## src/rtl/i2s_pkg.sv

```systemverilog
// Shared I2S definitions: FSM state encoding, channel codes and default geometry.
// Used by both the receive path (i2s_receiver) and the transmit side (i2s_master).
`timescale 1ns/1ps
package i2s_pkg;

  localparam logic [1:0] ST_IDLE  = 2'd0;
  localparam logic [1:0] ST_SHIFT = 2'd1;
  localparam logic [1:0] ST_WAIT  = 2'd2;

  localparam logic CH_L = 1'b0;
  localparam logic CH_R = 1'b1;

  localparam int unsigned DEFAULT_WIDTH       = 24;
  localparam int unsigned DEFAULT_SYNC_STAGES = 2;

endpackage

```

## src/rtl/i2s_rx_sync.sv

```systemverilog
// Multi-flop synchroniser for bclk/lrclk/sdata into the clk domain, plus bclk rise pulse.
// All three inputs share the same depth so data and word select stay aligned to the rise.
`timescale 1ns/1ps
module i2s_rx_sync
  import i2s_pkg::*;
#(
  parameter int unsigned SYNC_STAGES = DEFAULT_SYNC_STAGES
) (
  input  logic clk_i,
  input  logic rst_i,
  input  logic bclk_i,
  input  logic lrclk_i,
  input  logic sdata_i,
  output logic sdata_o,
  output logic lrclk_o,
  output logic bclk_rise_o
);

  logic [SYNC_STAGES-1:0] bclk_q;
  logic [SYNC_STAGES-1:0] lrclk_q;
  logic [SYNC_STAGES-1:0] sdata_q;
  logic                   bclk_prev_q;

  always_ff @(posedge clk_i or posedge rst_i) begin
    if (rst_i) begin
      bclk_q      <= '0;
      lrclk_q     <= '0;
      sdata_q     <= '0;
      bclk_prev_q <= 1'b0;
    end else begin
      bclk_q      <= {bclk_q[SYNC_STAGES-2:0], bclk_i};
      lrclk_q     <= {lrclk_q[SYNC_STAGES-2:0], lrclk_i};
      sdata_q     <= {sdata_q[SYNC_STAGES-2:0], sdata_i};
      bclk_prev_q <= bclk_q[SYNC_STAGES-1];
    end
  end

  assign sdata_o     = sdata_q[SYNC_STAGES-1];
  assign lrclk_o     = lrclk_q[SYNC_STAGES-1];
  assign bclk_rise_o = bclk_q[SYNC_STAGES-1] & ~bclk_prev_q;

endmodule

```

## src/rtl/i2s_receiver.sv

```systemverilog
// I2S capture path: deserialises L/R words into a valid/ready pair with a sticky overrun flag.
// Optional I2S_RX_OVERRUN_CNT_EN adds a saturating 16-bit dropped-pair counter port.
`timescale 1ns/1ps
module i2s_receiver
  import i2s_pkg::*;
#(
  parameter int unsigned WIDTH       = DEFAULT_WIDTH,
  parameter int unsigned SYNC_STAGES = DEFAULT_SYNC_STAGES
) (
  input  logic             clk,
  input  logic             reset,
  input  logic             bclk,
  input  logic             lrclk,
  input  logic             sdata_in,
  output logic [WIDTH-1:0] frame_out_l,
  output logic [WIDTH-1:0] frame_out_r,
  output logic             valid,
  input  logic             ready,
  output logic             overrun
`ifdef I2S_RX_OVERRUN_CNT_EN
  ,
  output logic [15:0]      overrun_count
`endif
);

  localparam int unsigned CntW = $clog2(WIDTH);
  localparam logic [CntW-1:0] CntLast = CntW'(WIDTH - 1);

  logic sdata_s, lrclk_s, rise;

  i2s_rx_sync #(
    .SYNC_STAGES(SYNC_STAGES)
  ) u_sync (
    .clk_i      (clk),
    .rst_i      (reset),
    .bclk_i     (bclk),
    .lrclk_i    (lrclk),
    .sdata_i    (sdata_in),
    .sdata_o    (sdata_s),
    .lrclk_o    (lrclk_s),
    .bclk_rise_o(rise)
  );

  logic [1:0]       state_q, state_d;
  logic             ch_q, ch_d;
  logic [CntW-1:0]  cnt_q, cnt_d;
  logic [WIDTH-1:0] shreg_q, shreg_d;
  logic [WIDTH-1:0] l_hold_q, l_hold_d;
  logic             lr_prev_q, lr_prev_d;
  logic [WIDTH-1:0] frame_l_q, frame_l_d;
  logic [WIDTH-1:0] frame_r_q, frame_r_d;
  logic             valid_q, valid_d;
  logic             overrun_q, overrun_d;
  logic             lr_edge;
  logic             pair_done;
`ifdef I2S_RX_OVERRUN_CNT_EN
  logic [15:0]      ovf_cnt_q, ovf_cnt_d;
`endif

  always_comb begin
    state_d   = state_q;
    ch_d      = ch_q;
    cnt_d     = cnt_q;
    shreg_d   = shreg_q;
    l_hold_d  = l_hold_q;
    lr_prev_d = lr_prev_q;
    frame_l_d = frame_l_q;
    frame_r_d = frame_r_q;
    valid_d   = valid_q;
    overrun_d = overrun_q;
    pair_done = 1'b0;
`ifdef I2S_RX_OVERRUN_CNT_EN
    ovf_cnt_d = ovf_cnt_q;
`endif
    lr_edge = rise && (lrclk_s != lr_prev_q);

    if (rise) begin
      lr_prev_d = lrclk_s;
      case (state_q)
        ST_IDLE: begin
          if (lr_edge && (lrclk_s == CH_L)) begin
            state_d = ST_SHIFT;
            ch_d    = CH_L;
            cnt_d   = '0;
          end
        end
        ST_SHIFT: begin
          // A word-select change before the word is full means a short slot.
          if (lr_edge) begin
            state_d = ST_IDLE;
          end else begin
            shreg_d = {shreg_q[WIDTH-2:0], sdata_s};
            cnt_d   = cnt_q + CntW'(1);
            if (cnt_q == CntLast) begin
              state_d = ST_WAIT;
              if (ch_q == CH_L) begin
                l_hold_d = shreg_d;
              end else begin
                pair_done = 1'b1;
              end
            end
          end
        end
        ST_WAIT: begin
          if (lr_edge) begin
            if (lrclk_s != ch_q) begin
              state_d = ST_SHIFT;
              ch_d    = lrclk_s;
              cnt_d   = '0;
            end else begin
              state_d = ST_IDLE;
            end
          end
        end
        default: state_d = ST_IDLE;
      endcase
    end

    if (pair_done) begin
      if (!valid_q || ready) begin
        frame_l_d = l_hold_q;
        frame_r_d = shreg_d;
        valid_d   = 1'b1;
      end else begin
        overrun_d = 1'b1;
`ifdef I2S_RX_OVERRUN_CNT_EN
        if (ovf_cnt_q != 16'hFFFF) ovf_cnt_d = ovf_cnt_q + 16'd1;
`endif
      end
    end else if (valid_q && ready) begin
      valid_d = 1'b0;
    end
  end

  always_ff @(posedge clk or posedge reset) begin
    if (reset) begin
      state_q   <= ST_IDLE;
      ch_q      <= CH_L;
      cnt_q     <= '0;
      shreg_q   <= '0;
      l_hold_q  <= '0;
      lr_prev_q <= 1'b0;
      frame_l_q <= '0;
      frame_r_q <= '0;
      valid_q   <= 1'b0;
      overrun_q <= 1'b0;
`ifdef I2S_RX_OVERRUN_CNT_EN
      ovf_cnt_q <= '0;
`endif
    end else begin
      state_q   <= state_d;
      ch_q      <= ch_d;
      cnt_q     <= cnt_d;
      shreg_q   <= shreg_d;
      l_hold_q  <= l_hold_d;
      lr_prev_q <= lr_prev_d;
      frame_l_q <= frame_l_d;
      frame_r_q <= frame_r_d;
      valid_q   <= valid_d;
      overrun_q <= overrun_d;
`ifdef I2S_RX_OVERRUN_CNT_EN
      ovf_cnt_q <= ovf_cnt_d;
`endif
    end
  end

  assign frame_out_l = frame_l_q;
  assign frame_out_r = frame_r_q;
  assign valid       = valid_q;
  assign overrun     = overrun_q;
`ifdef I2S_RX_OVERRUN_CNT_EN
  assign overrun_count = ovf_cnt_q;
`endif

endmodule

```

## config.mk

```make
export PLATFORM = sky130hd
export DESIGN_NAME = i2s_receiver
export DESIGN_NICKNAME = d
export VERILOG_FILES = /design/src/rtl/i2s_pkg.sv /design/src/rtl/i2s_rx_sync.sv /design/src/rtl/i2s_receiver.sv
export SDC_FILE = /design/constraint.sdc
export NUM_CORES = 1
export LEC_CHECK = 0
export ABC_AREA = 1
export CAP_MARGIN = 20
export CORE_ASPECT_RATIO = 0.9
export CORE_MARGIN = 2
export CORE_UTILIZATION = 55
export CTS_BUF_LIST = sky130_fd_sc_hd__clkbuf_4 sky130_fd_sc_hd__clkbuf_8
export DETAILED_ROUTE_END_ITERATION = 10
export PLACE_DENSITY = 0.78
export SYNTH_ARGS = -nofsm -noshare
export SYNTH_HDL_FRONTEND = slang
export SYNTH_HIERARCHICAL = 1
export SYNTH_SLANG_ARGS = --single-unit
```

## constraint.sdc

```tcl
create_clock -name clk -period 7 [get_ports clk]
set_clock_uncertainty 0.1 [all_clocks]
set_input_delay 1.75 -clock clk [delete_from_list [all_inputs] [get_ports clk]]
set_output_delay 1.75 -clock clk [all_outputs]
set_load 0.03 [all_outputs]
```

Word level (Yosys, flattened, before mapping)

Cells that the tools add are included.

Flip-flop bits (word level): 114
Logic and storage cells: 74
Output and inout bits: 50

Reduce and logical (&&, ||, !) cells: 16
Equality and inequality tests: 11
Mux-type cells: 26
Bitwise logic cells: 6
Add/subtract/negate cells: 1

Operators by type and width:

| cell                                                                    | count |
|---|---|
| 24-bit two-way mux                                                      | 3 |
| 5-bit two-way mux                                                       | 4 |
| 5-bit case mux with 3 select lines                                      | 1 |
| 1-bit two-way mux                                                       | 12 |
| 5-bit AND reduction                                                     | 2 |
| 2-bit two-way mux                                                       | 4 |
| 2-bit inequality test, second input constant                            | 4 |
| 2-bit case mux with 3 select lines                                      | 1 |
| 2-bit AND reduction                                                     | 3 |
| 6-bit AND reduction                                                     | 1 |
| 5-bit by 1-bit adder with 5-bit output, second input constant           | 1 |
| 5-bit == test, second input constant                                    | 1 |
| 1-bit inverter                                                          | 5 |
| 4-bit AND reduction                                                     | 1 |
| 2-bit nonzero test                                                      | 2 |
| 1-bit logical AND                                                       | 3 |
| 3-bit inequality test, second input constant                            | 1 |
| 3-bit nonzero test                                                      | 1 |
| 2-bit by 1-bit == test with 1-bit output, second input constant         | 1 |
| 2-bit == test, second input constant                                    | 1 |
| 2-bit logical NOT                                                       | 1 |
| 1-bit inequality test                                                   | 2 |
| 2-bit by 1-bit inequality test with 1-bit output, second input constant | 1 |
| 1-bit case mux with 2 select lines                                      | 1 |
| 3 further kinds                                                         | 3 |

Logic depth before layout (Yosys ltp)

Depth in word-level cells: 8
Depth in mapped cells: 11

Modules after synthesis

Netlist, hierarchy kept.

By module, submodules not included:

| module       | area each (µm²) | instances | cells each |
|---|---|---|---|
| i2s_receiver | 4456.8          | 1         | 518 |
| i2s_rx_sync  | 188.9           | 1         | 10 |

Worst setup path after synthesis

No wires, ideal clock.

Path kind: input -> register
Start point: input port ready
End point: register frame_r_q[13], in the netlist frame_out_r[13]
Cell stages on the path: 6
Slack: 4.324 ns
Required time: 6.834 ns
Arrival: 2.511 ns
Setup time: 0.066 ns
Cells stage by stage: nor2_1 > inv_1 > nand2_1 > clkbuf_1 > nand2_1 > nand2_1

Word-level cells in the longest chain between the ends: 2

RTL lines:

| what                                 | line                | text |
|---|---|---|
| from (decl)                          | i2s_receiver.sv:18  | `input logic ready,` |
| 1-bit logical OR                     | i2s_receiver.sv:120 | `if (!valid_q \|\| ready) begin` |
| 2-bit AND reduction (no source line) | --                  |  |
| to (signal assigned)                 | i2s_receiver.sv:158 | `frame_r_q <= frame_r_d;` |
| to (decl)                            | i2s_receiver.sv:51  | `logic [WIDTH-1:0] frame_r_q, frame_r_d;` |

No other way between the ends.
A chain may end at the register's enable or synchronous reset.

Worst setup path in the final report

Start point: input port ready
End point: register frame_l_q[9], in the netlist frame_out_l[9]

Word-level cells in the longest chain between the ends: 2

RTL lines:

| what                                 | line                | text |
|---|---|---|
| 1-bit logical OR                     | i2s_receiver.sv:120 |  |
| 2-bit AND reduction (no source line) | --                  |  |
| to (signal assigned)                 | i2s_receiver.sv:157 | `frame_l_q <= frame_l_d;` |
| to (decl)                            | i2s_receiver.sv:50  | `logic [WIDTH-1:0] frame_l_q, frame_l_d;` |

No other way between the ends.

==> impl_results.rst <==
.. list-table::
   :header-rows: 1

   * - Metric
     - Value
   * - Count of TritonRoute iterations in the first routing pass
     - 6
   * - Gpl congestion
     - 0.878
   * - Number of cell rows
     - 31
   * - Ranking of synthesized cells by area
     - sky130_fd_sc_hd__dfrtp_1 (61%), sky130_fd_sc_hd__nand2_1 (23%), sky130_fd_sc_hd__nand4_1 (3.4%)
   * - Critical path required time
     - 7.26 ns
   * - Global-route total usage across every layer
     - 0.238
   * - Power per Cell Area
     - 261 nW/um2
   * - Final setup violation count
     - 0
   * - GRT overflow
     - 0
   * - Total internal power
     - 1050 uW
   * - Critical Path Sink Type
     - flip-flop
   * - Clock slew seen by the registers of the worst setup and hold paths
     - 0.07 ns
   * - Utilization after layout
     - 0.689
   * - Crit. Startpoint
     - ready
   * - Total net switching power
     - 403 uW
   * - Via count of the first global-routing pass
     - 3588
   * - Area growth, synth to finish
     - 20.3%
   * - Count of endpoints failing hold in the final timing report
     - 0
   * - Core footprint
     - 8110 um2
   * - Post-DR wirelength/cell
     - 14.2 um
   * - Slew margin rel.
     - 0.349
   * - Arrival time worst endpoint
     - 3.74 ns
   * - Antenna violations before repair
     - 0
   * - Library cell used as clock root buffer
     - sky130_fd_sc_hd__clkbuf_8
   * - Leading area contributor after synthesis
     - sky130_fd_sc_hd__dfrtp_1
   * - Number of top-level pins
     - 56
   * - Switching share of power
     - 0.277
   * - Critical Path Start Type
     - input pin
   * - Count of unique library cells instantiated by Yosys
     - 25
   * - Proportion of layout cells with a drive suffix above 1
     - 0.0780
   * - Floorplan die height
     - 91.2 um
   * - Maximum capacitance violations
     - 0
   * - Startpoint of the worst register-to-register path
     - state_q[0]
   * - Number of vias per cell after detailed routing
     - 5.27
   * - Clock latency reported for the late side of the worst-skew pair
     - 0.42 ns
   * - HPWL after DPL
     - 6050 um
   * - Number of sinks driven by the clock tree
     - 114
   * - R2r endpoint
     - frame_out_l[9]
   * - Count of vias placed by the detailed router
     - 3634
   * - CTS-repair resized insts
     - 0
   * - Number of clock buffers inserted by TritonCTS
     - 17
   * - Transition at the pin with the smallest max-transition slack
     - 0.975 ns
   * - CP max FO
     - 29
   * - Total Power
     - 1460 uW
   * - Status
     - completed
   * - Net count after synthesis
     - 535
   * - Number of nets in the layout
     - 585
   * - Total of flip-flops plus latches after synthesis
     - 114
   * - Worst setup slack after placement
     - 3.11 ns
   * - Total wirelength of the detailed-routed design
     - 9790 um
   * - Reg-to-reg slack, setup
     - 3.84 ns
   * - CTS tree
     - done
   * - Max frequency
     - 287 MHz
   * - DRT iter0 DRCs
     - 235
   * - Worst Setup Path Type
     - input pin to flip-flop
   * - Fin worst setup slack
     - 3.51 ns
   * - Sum of negative setup slack
     - 0 ns
   * - CP Capture Point
     - frame_out_l[9]
   * - Number of nets with antenna violations after detailed routing
     - 0
   * - RSZ-0062 raised after global routing
     - false
   * - Maximum buffer depth of the clock tree
     - 2
   * - First-pass GRT wire length
     - 17000 um
   * - H-tree depth
     - 4
   * - Area of the die
     - 9200 um2
   * - Final critical path time including I/O delays and setup
     - 3.49 ns
   * - Number of DRC violations after detailed routing
     - 0
   * - Share of power burned in combinational logic
     - 0.093
   * - Die Width
     - 101 um
   * - Leakage power
     - 0.00302 uW
   * - Number of buffers inserted to repair setup after CTS
     - 0
   * - Share of the synthesized area in the top cell type
     - 0.614
   * - Antenna cell count
     - 0
   * - Post-synthesis instance total
     - 528
   * - Count of input and output buffers
     - 55
   * - Hold-fix buffer count after cts
     - 0
   * - Kind of path behind the tightest hold check
     - flip-flop to flip-flop
   * - Reg2reg path depth
     - 8
   * - Clock group share of total power
     - 0.416
   * - Final worst-path cycle share
     - 0.498
   * - Worst-case vdd ir drop
     - 0.203 mV
   * - Initial core utilization
     - 0.573
   * - Seq pwr share
     - 0.491
   * - Netlist Area Pre-Place
     - 4650 um2
   * - Average instance area after synthesis
     - 8.80 um2
   * - Maximum number of pins on one net before global-route repair
     - 68
   * - Ys Warns
     - 6
   * - Sequential cell area fraction in the yosys report
     - 0.614
   * - Number of max-slew violations in the final report
     - 0
==> registers in the layout, summed over array words and instances (netlist names) <==
| name | flops |
|---|---|
| frame_out_r | 24 |
| state_q | 2 |
| valid | 1 |
| cnt_q | 5 |
| ch_q | 1 |
| shreg_q | 24 |
| u_sync/bclk_q | 2 |
| u_sync/bclk_prev_q | 1 |
| frame_out_l | 24 |
| u_sync/lrclk_q | 2 |
| overrun | 1 |
| l_hold_q | 24 |
| lr_prev_q | 1 |
| u_sync/sdata_q | 2 |
==> worst max-delay path, stage by stage <==
cell                              delay [ns]
sky130_fd_sc_hd__clkdlybuf4s50_1        0.40
sky130_fd_sc_hd__nor2_1                 0.27
sky130_fd_sc_hd__inv_1                  0.10
sky130_fd_sc_hd__nand2_1                0.59
sky130_fd_sc_hd__buf_4                  0.43
sky130_fd_sc_hd__nand2_1                0.11
sky130_fd_sc_hd__nand2_1                0.08
==> kinds of logic after synthesis <==
| family | after synthesis | share of synthesized area |
|---|---|---|
| flops | 114 | 0.614 |
| fa+ha+maj | 1 | 0.00269 |
| compound gates | 28 | 0.0307 |
| simple gates | 338 | 0.300 |
| xor+xnor | 2 | 0.00377 |
| buf+inv | 45 | 0.0487 |
==> layer usage <==
| metal | GRT usage | wire, um |
|---|---|---|
| met1 | 0.344 | 4720 |
| met2 | 0.346 | 4300 |
| met3 | 0.0639 | 614 |
| met4 | 0.0879 | 151 |
| met5 | 0 | 0 |
==> metrics by stage <==
| stage | cell area, um2 | cells | hold slack (ns) |
|---|---|---|---|
| after CTS | 5590 | 689 | 0.253 |
| after floorplan | 4650 | 528 | 0.231 |
| final | 5590 | 689 | 0.254 |
| after detailed placement | 5200 | 658 | 0.236 |
| after global placement | 5200 | 658 | 0.233 |
| after global routing | 5590 | 689 | 0.264 |
==> cell type report <==
class	count	area, um2
Inverter	17	66.3
Sequential cell	114	2850
Clock buffer	19	262
Tap cell	99	124
Fill cell	656	2520
Multi-Input combinational cell	369	1570
Timing Repair Buffer	59	581
Clock inverter	12	131
==> worst min path at each step <==
stage                 startpoint                end  slack, ns  cells after the start
3_3_place_gp   u_sync/sdata_q[0]  u_sync/sdata_q[1]       0.23                      0
3_5_place_dp   u_sync/sdata_q[0]  u_sync/sdata_q[1]       0.24                      0
6_report       u_sync/sdata_q[0]  u_sync/sdata_q[1]       0.25                      0
4_1_cts        u_sync/sdata_q[0]  u_sync/sdata_q[1]       0.25                      0
5_1_grt        u_sync/lrclk_q[0]  u_sync/lrclk_q[1]       0.26                      0
2_1_floorplan   u_sync/bclk_q[0]   u_sync/bclk_q[1]       0.23                      0
==> cells in the final DEF, fill, tap and decap left out, types with 2 or more instances in the layout <==
master                            Yosys  layout
sky130_fd_sc_hd__clkinv_2             0       3
sky130_fd_sc_hd__o21ai_0             26      26
sky130_fd_sc_hd__buf_4                3       4
sky130_fd_sc_hd__nor2_1              12      12
sky130_fd_sc_hd__inv_2                2       2
sky130_fd_sc_hd__nand3_1             11      11
sky130_fd_sc_hd__dfrtp_1            114     114
sky130_fd_sc_hd__clkdlybuf4s50_1      0      55
sky130_fd_sc_hd__clkbuf_8             0      19
sky130_fd_sc_hd__nor2_2               3       3
sky130_fd_sc_hd__xor2_1               2       2
sky130_fd_sc_hd__inv_1               15      14
sky130_fd_sc_hd__clkinvlp_4           0       4
sky130_fd_sc_hd__inv_6                0       2
sky130_fd_sc_hd__nand2_1            280     280
sky130_fd_sc_hd__bufinv_16            0       2
sky130_fd_sc_hd__nand4_1             25      25
==> synth_stat cells <==
master / n
sky130_fd_sc_hd__nand2_1: 280
sky130_fd_sc_hd__dfrtp_1: 114
sky130_fd_sc_hd__o21ai_0: 26
sky130_fd_sc_hd__nand4_1: 25
sky130_fd_sc_hd__inv_1: 15
sky130_fd_sc_hd__nor2_1: 12
sky130_fd_sc_hd__nand3_1: 11
sky130_fd_sc_hd__clkbuf_1: 10
sky130_fd_sc_hd__buf_2: 7
sky130_fd_sc_hd__buf_6: 5
sky130_fd_sc_hd__buf_1: 3
sky130_fd_sc_hd__buf_4: 3
sky130_fd_sc_hd__nor2_2: 3
sky130_fd_sc_hd__inv_2: 2
sky130_fd_sc_hd__xor2_1: 2
sky130_fd_sc_hd__a21o_1: 1
sky130_fd_sc_hd__a21oi_1: 1
sky130_fd_sc_hd__ha_1: 1
sky130_fd_sc_hd__nand2_2: 1
sky130_fd_sc_hd__nand2_4: 1
sky130_fd_sc_hd__nand3_4: 1
sky130_fd_sc_hd__nor2_4: 1
sky130_fd_sc_hd__nor3_1: 1
sky130_fd_sc_hd__nor3_2: 1
sky130_fd_sc_hd__or2_1: 1
==> power by group through the flow <==
stage	clock (uW)	combinational (uW)	sequential, uW
after CTS	612	134	715
after detailed placement	0	133	727
final	605	135	716
after global routing	639	153	719
after floorplan	0	108	718
after global placement	0	129	725
(Power assumes the default switching activity.)
